**src/rtl/rd_cache_pkg.sv**
```systemverilog
// Shared types and helpers for the direct-mapped read cache.
package rd_cache_pkg;

    typedef enum logic [1:0] {
        IDLE,
        LOOKUP,
        FETCH
    } state_e;

    localparam int unsigned OFFSET_W = 2;

    function automatic int unsigned log2(input int unsigned v);
        int unsigned r;
        r = 0;
        for (int unsigned i = 0; i < 32; i++) begin
            if ((32'd1 << i) < v) r = i + 1;
        end
        return r;
    endfunction

endpackage

```
**src/rtl/rd_cache_array.sv**
```systemverilog
// Valid/tag/data storage for the read cache: async read, one fill port,
// tag-checked invalidate and whole-array flush.
module rd_cache_array
    import rd_cache_pkg::*;
#(
    parameter int unsigned LINES = 8,
    parameter int unsigned IDX_W = 3,
    parameter int unsigned TAG_W = 19
) (
    input  logic             clk,
    input  logic             rst_n,
    input  logic [IDX_W-1:0] rd_idx,
    output logic             rd_valid,
    output logic [TAG_W-1:0] rd_tag,
    output logic [31:0]      rd_data,
    input  logic             wr_en,
    input  logic [IDX_W-1:0] wr_idx,
    input  logic [TAG_W-1:0] wr_tag,
    input  logic [31:0]      wr_data,
    input  logic             inv_en,
    input  logic [IDX_W-1:0] inv_idx,
    input  logic [TAG_W-1:0] inv_tag,
    input  logic             flush
);

    logic [LINES-1:0] valid_q, valid_d;
    logic [TAG_W-1:0] tag_q  [LINES];
    logic [TAG_W-1:0] tag_d  [LINES];
    logic [31:0]      data_q [LINES];
    logic [31:0]      data_d [LINES];

    always_comb begin
        valid_d = valid_q;
        tag_d   = tag_q;
        data_d  = data_q;
        if (wr_en) begin
            valid_d[wr_idx] = 1'b1;
            tag_d[wr_idx]   = wr_tag;
            data_d[wr_idx]  = wr_data;
        end
        // Match against the tag the line holds after this cycle, so a same-cycle fill loses
        if (inv_en && (tag_d[inv_idx] == inv_tag)) valid_d[inv_idx] = 1'b0;
        if (flush) valid_d = '0;
    end

    always_ff @(posedge clk) begin
        if (!rst_n) valid_q <= '0;
        else        valid_q <= valid_d;
    end

    always_ff @(posedge clk) begin
        tag_q  <= tag_d;
        data_q <= data_d;
    end

    assign rd_valid = valid_q[rd_idx];
    assign rd_tag   = tag_q[rd_idx];
    assign rd_data  = data_q[rd_idx];

endmodule

```
**src/rtl/rd_cache_ctrl.sv**
```systemverilog
// Direct-mapped one-word-per-line read cache in front of the SPI memory
// reader, with uncached region, flush, snoop invalidate and hit/miss counters.
module rd_cache_ctrl
    import rd_cache_pkg::*;
#(
    parameter int unsigned       ADDR_W        = 24,
    parameter int unsigned       LINES         = 8,
    parameter logic [ADDR_W-1:0] UNCACHED_BASE = 24'hC00000,
    parameter int unsigned       CNT_W         = 16
) (
    input  logic              clk,
    input  logic              rst_n,
    input  logic              req_valid,
    input  logic [ADDR_W-1:0] req_addr,
    output logic              req_ready,
    output logic              resp_valid,
    output logic [31:0]       resp_data,
    output logic              mem_start,
    output logic [ADDR_W-1:0] mem_addr,
    input  logic [31:0]       mem_data,
    input  logic              mem_done,
    input  logic              flush,
    input  logic              inv_valid,
    input  logic [ADDR_W-1:0] inv_addr,
    output logic [CNT_W-1:0]  hit_count,
    output logic [CNT_W-1:0]  miss_count
);

    localparam int unsigned IDX_W  = log2(LINES);
    localparam int unsigned WORD_W = ADDR_W - OFFSET_W;
    localparam int unsigned TAG_W  = WORD_W - IDX_W;

    state_e            state_q, state_d;
    logic [ADDR_W-1:0] addr_q, addr_d;
    logic              resp_valid_q, resp_valid_d;
    logic [31:0]       resp_data_q, resp_data_d;
    logic              mem_start_q, mem_start_d;
    logic [ADDR_W-1:0] mem_addr_q, mem_addr_d;
    logic [CNT_W-1:0]  hit_cnt_q, hit_cnt_d;
    logic [CNT_W-1:0]  miss_cnt_q, miss_cnt_d;
    logic              drop_q, drop_d;

    logic [IDX_W-1:0]  lk_idx;
    logic [TAG_W-1:0]  lk_tag;
    logic [WORD_W-1:0] inv_word;
    logic              rd_valid;
    logic [TAG_W-1:0]  rd_tag;
    logic [31:0]       rd_data;
    logic              cacheable;
    logic              hit;
    logic              drop_now;
    logic              wr_en;

    assign lk_idx    = addr_q[IDX_W+OFFSET_W-1:OFFSET_W];
    assign lk_tag    = addr_q[ADDR_W-1:IDX_W+OFFSET_W];
    assign inv_word  = WORD_W'(inv_addr >> OFFSET_W);
    assign cacheable = addr_q < UNCACHED_BASE;
    assign hit       = rd_valid && (rd_tag == lk_tag) && cacheable;
    // A flush or matching snoop during the fetch poisons the fill but not the response
    assign drop_now  = drop_q || flush
                    || (inv_valid && (inv_word == addr_q[ADDR_W-1:OFFSET_W]));

    rd_cache_array #(
        .LINES (LINES),
        .IDX_W (IDX_W),
        .TAG_W (TAG_W)
    ) u_array (
        .clk      (clk),
        .rst_n    (rst_n),
        .rd_idx   (lk_idx),
        .rd_valid (rd_valid),
        .rd_tag   (rd_tag),
        .rd_data  (rd_data),
        .wr_en    (wr_en),
        .wr_idx   (lk_idx),
        .wr_tag   (lk_tag),
        .wr_data  (mem_data),
        .inv_en   (inv_valid),
        .inv_idx  (inv_word[IDX_W-1:0]),
        .inv_tag  (inv_word[WORD_W-1:IDX_W]),
        .flush    (flush)
    );

    always_comb begin
        state_d      = state_q;
        addr_d       = addr_q;
        resp_valid_d = 1'b0;
        resp_data_d  = resp_data_q;
        mem_start_d  = mem_start_q;
        mem_addr_d   = mem_addr_q;
        hit_cnt_d    = hit_cnt_q;
        miss_cnt_d   = miss_cnt_q;
        drop_d       = drop_q;
        wr_en        = 1'b0;
        case (state_q)
            IDLE: begin
                if (req_valid) begin
                    addr_d  = req_addr;
                    state_d = LOOKUP;
                end
            end
            LOOKUP: begin
                if (hit) begin
                    resp_data_d  = rd_data;
                    resp_valid_d = 1'b1;
                    if (hit_cnt_q != '1) hit_cnt_d = hit_cnt_q + 1'b1;
                    state_d = IDLE;
                end else begin
                    mem_addr_d  = {addr_q[ADDR_W-1:OFFSET_W], {OFFSET_W{1'b0}}};
                    mem_start_d = 1'b1;
                    state_d     = FETCH;
                end
            end
            FETCH: begin
                if (mem_done) begin
                    mem_start_d  = 1'b0;
                    resp_data_d  = mem_data;
                    resp_valid_d = 1'b1;
                    if (miss_cnt_q != '1) miss_cnt_d = miss_cnt_q + 1'b1;
                    wr_en   = cacheable && !drop_now;
                    drop_d  = 1'b0;
                    state_d = IDLE;
                end else begin
                    drop_d = drop_now;
                end
            end
            default: state_d = IDLE;
        endcase
    end

    always_ff @(posedge clk) begin
        if (!rst_n) begin
            state_q      <= IDLE;
            addr_q       <= '0;
            resp_valid_q <= 1'b0;
            resp_data_q  <= '0;
            mem_start_q  <= 1'b0;
            mem_addr_q   <= '0;
            hit_cnt_q    <= '0;
            miss_cnt_q   <= '0;
            drop_q       <= 1'b0;
        end else begin
            state_q      <= state_d;
            addr_q       <= addr_d;
            resp_valid_q <= resp_valid_d;
            resp_data_q  <= resp_data_d;
            mem_start_q  <= mem_start_d;
            mem_addr_q   <= mem_addr_d;
            hit_cnt_q    <= hit_cnt_d;
            miss_cnt_q   <= miss_cnt_d;
            drop_q       <= drop_d;
        end
    end

    assign req_ready  = (state_q == IDLE);
    assign resp_valid = resp_valid_q;
    assign resp_data  = resp_data_q;
    assign mem_start  = mem_start_q;
    assign mem_addr   = mem_addr_q;
    assign hit_count  = hit_cnt_q;
    assign miss_count = miss_cnt_q;

endmodule

```
**config.mk**
```make
export PLATFORM = sky130hd
export DESIGN_NAME = rd_cache_ctrl
export DESIGN_NICKNAME = d
export VERILOG_FILES = /design/src/rtl/rd_cache_pkg.sv /design/src/rtl/rd_cache_array.sv /design/src/rtl/rd_cache_ctrl.sv
export SDC_FILE = /design/constraint.sdc
export NUM_CORES = 1
export LEC_CHECK = 0
export ABC_AREA = 1
export CORE_UTILIZATION = 35
export CTS_BUF_LIST = sky130_fd_sc_hd__clkbuf_4
export DETAILED_ROUTE_END_ITERATION = 10
export PLACE_DENSITY_LB_ADDON = 0.05
export SYNTH_ARGS = -nofsm -noshare
export SYNTH_HDL_FRONTEND = slang
export SYNTH_SLANG_ARGS = --single-unit
```
**constraint.sdc**
```tcl
create_clock -name clk -period 5.8 [get_ports clk]
set_input_delay 1.16 -clock clk [delete_from_list [all_inputs] [get_ports clk]]
set_output_delay 1.16 -clock clk [all_outputs]
set_load 0.005 [all_outputs]
```
==> metrics.md <==
| Metric | Value |
|---|---|
| Slew HR | `0.406` |
| Outcome | `finished, final reports clean` |
| Fraction of layout cells with a size suffix above 1 | `0.104` |
| Overall Global Routing Usage | `0.244` |
| Max cap viols | `0` |
| Actual slew at the worst max-slew pin | `0.891 ns` |
| Register bit total from synthesis | `529` |
| Met3 routed WL | `about 5.3 mm` |
| ANT nets after route | `0` |
| Vias | `23,300` |
| Synth Area in XOR/XNOR | `0.00410` |
| Setup TNS | `0 ns` |
| Drc violations | `0` |
| Drt via density | `5.14` |
| Vias in the first global route | `22,600` |
| WL/cell | `20.2 um` |
| Die Ht | `272 um` |
| Top area cells in the synthesized netlist | `edfxtp_1, dfxtp_1, nand2_1, inv_1, o21ai_0` |
| Root buffer cell | `clkbuf_4` |
| Mux contribution to synthesized area | `0` |
| Clk sink count | `529` |
| Synth area leader | `edfxtp_1` |
| Met2 Wirelength | `44.8 mm` |
| M1 WL | `38.5 mm` |
| Main synth FF type | `dfxtp_1` |
| EDFF count, synth | `256` |
| Starting Density | `0.356` |
| I/O pin cnt | `177` |
| First-pass GRT wire length | `~140 mm` |
| Die ar. | `74,200 um2` |
| Final Cycle Share | `0.783` |
| Worst Skew | `0.0750 ns` |
| Core footprint | `72,000 um2` |
| Pwr dens | `between 300 and 400 nW/um2` |
| Largest net degree at the start of global routing | `109` |
| Hold Crit Class | `register to register` |
| Final setup violation count | `0` |
| LEAKAGE | `12.9 nW` |
| Final Hold Fails | `0` |
| Worst EP required | `6.71 ns` |
| Most common cell after layout, fill and taps aside | `nand2_1` |
| Nets | `3,554` |
| Port Buffers | `170` |
| Peak Freq | `220 MHz` |
| HPWL after DPL | `~57 mm` |
| Post-Synthesis Cells | `~3,300` |
| Final instance area | `30,200 um2` |
| Top sig layer | `met5` |
| Setup CP Type | `register to register` |
| DP Area | `28,300 um2` |
| Total Wirelength | `91.6 mm` |
| Yosys warnings | `0` |
| Worst skew pair latency | `between 0.9 and 1 ns` |
| # resized after CTS | `0` |
| Post-synthesis adder-cell area fraction | `0.00244` |
| Post-CTS Setup Bufs | `0` |
| Compound-cell area share of the yosys netlist | `0.136` |
| GPL Wtd Cong | `0.912` |
| Area growth syn-to-layout | `18.1%` |
| CP startpoint kind | `register` |
| CTS tree | `built` |
| Remaining global-route overflow | `0` |
| Clock transition at the registers of the reported paths | `0.07 ns` |
| Simple-gate portion of the synthesized area | `0.236` |
| Synth cell types | `45` |
| Die Wd | `272 um` |
| Hold Buf Count CTS | `0` |
| Starting DRT DRC Count | `approximately 1,700` |
| CP arrival | `between 5 and 6 ns` |
| Fin crit period | `approximately 4.5 ns` |
| DRT Pass-1 Iters | `5` |
| Maximum vdd drop | `163 uV` |
| Num CTS Buffers | `around 150` |
| FP Rows | `between 90 and 100` |
| Initial antenna violation count | `9` |
| RSZ-0062 raised after global routing | `false` |
| Worst Setup End Kind | `register` |
| Sequential area share after synthesis | `0.514` |
| Final slew viol count | `0` |
| Share of the synthesized area in the top cell type | `0.300` |
| H-tree depth | `4` |
| Most frequent cells in the layout | `nand2_1, inv_1, o21ai_0` |
| CP max FO | `20` |
| Clock Tree Buf Depth | `3` |
| Syn avg cell area | `7.83 um2` |
| Mapped cell area | `25,600 um2` |
| FFs w/ async S/R, synth | `0` |
| Largest family of logic cells by synthesized area | `simple AND/OR/NAND/NOR gates` |
[metal layers]
layer	GRT usage	vias to the layer above
met5	0	-
met4	0.0993	12
met3	0.0511	179
met2	0.419	744
met1	0.298	11100
li1	-	11300
[cell families (layout without fill, tap and decap cells)]
family                   after synthesis  in the layout
AO/OA/AOI/OAI                        604            604
adder cells (fa/ha/maj)                5              5
AND/OR/NAND/NOR                     1445           1445
XOR/XNOR                              12             12
flip-flops                           529            529
other                                  1              7
buffers and inverters                674            977
[sequential cells by signal, summed over array words and instances, names as in the netlist, 8 cells and up]
signal / count
addr_q: 22
hit_count: 16
mem_addr: 22
miss_count: 16
resp_data: 32
u_array.data_q: 256
u_array.tag_q: 152
u_array.valid_q: 8
[worst max-delay path, cell delays in order (launching register included)]
cell      delay (ns)
dfxtp_1         0.60
inv_2           0.24
nand2_2         0.60
clkinv_1        0.56
a21oi_1         0.30
nand3b_1        0.18
xor2_1          0.26
nand2_1         0.08
nor2_1          0.16
nand3_1         0.09
nor2_1          0.28
nand3_1         0.12
nor2_1          0.58
nand3_1         0.19
nand2_1         0.10
nand2_1         0.05
nor2_1          0.09
[metrics by stage]
| stage | hold slack, ns | instances | util | power, W | setup slack, ns |
|---|---|---|---|---|---|
| 6_report | 0.472 | 4529 | 0.420 | 0.0108 | 1.26 |
| 5_1_grt | 0.494 | 4529 | 0.420 | 0.0115 | 0.949 |
| 4_1_cts | 0.472 | 4524 | 0.420 | 0.0109 | 1.27 |
| 3_5_place_dp | 0.462 | 4257 | 0.393 | 0.00723 | 0.762 |
| 3_3_place_gp | 0.454 | 4257 | 0.393 | 0.00716 | 0.745 |
| 2_1_floorplan | 0.453 | 3271 | - | 0.00632 | 1.10 |
[path summary, 6_finish.rpt]
path	startpoint	end	slack, ns	cells past startpoint
setup / recovery	addr_q[2]	hit_count[4]	1.26	16
hold / removal	miss_count[8]	miss_count[8]	0.47	2
setup reg to reg	addr_q[2]	hit_count[4]	1.26	16
hold reg to reg	miss_count[8]	miss_count[8]	0.47	2
[cells in the mapped netlist (2+ instances only)]
cell / n
buf_6: 12
nor4_1: 5
nand2_1: 953
xnor2_1: 2
nand3_2: 2
dfxtp_1: 273
nand3_4: 2
buf_2: 57
inv_1: 454
clkinv_1: 3
ha_1: 5
o22ai_1: 57
a221oi_1: 43
a22oi_1: 18
edfxtp_1: 256
inv_2: 16
buf_4: 18
a22o_1: 35
and2_1: 2
nor2_1: 221
a21oi_1: 94
clkbuf_1: 110
o21ai_1: 35
nand4_1: 158
nand3_1: 63
buf_1: 4
o21ai_0: 307
or2_2: 3
o21a_1: 3
nor3_1: 24
a211oi_1: 6
nand3b_1: 2
nor2_2: 3
xor2_1: 10
nand2_2: 3
o32ai_1: 2
[where the power goes]
part | total, W | switching, W | internal, W
sequential | 0.00452 | 0.000208 | 0.00432
clock | 0.00360 | 0.00172 | 0.00188
combinational | 0.00264 | 0.00173 | 0.000912
total | 0.0108 | 0.00366 | 0.00711
[cell type report]
type                            instances  area, um2
Clock buffer                          232       1740
Inverter                              473       1780
Timing Repair Buffer                  237       2320
Multi-Input combinational cell       2068       9830
Sequential cell                       529      13200
Antenna cell                            5       12.5
Fill cell                            7333      41700
Tap cell                              950       1190
Clock inverter                         35        225
(Power assumes the default switching activity.)
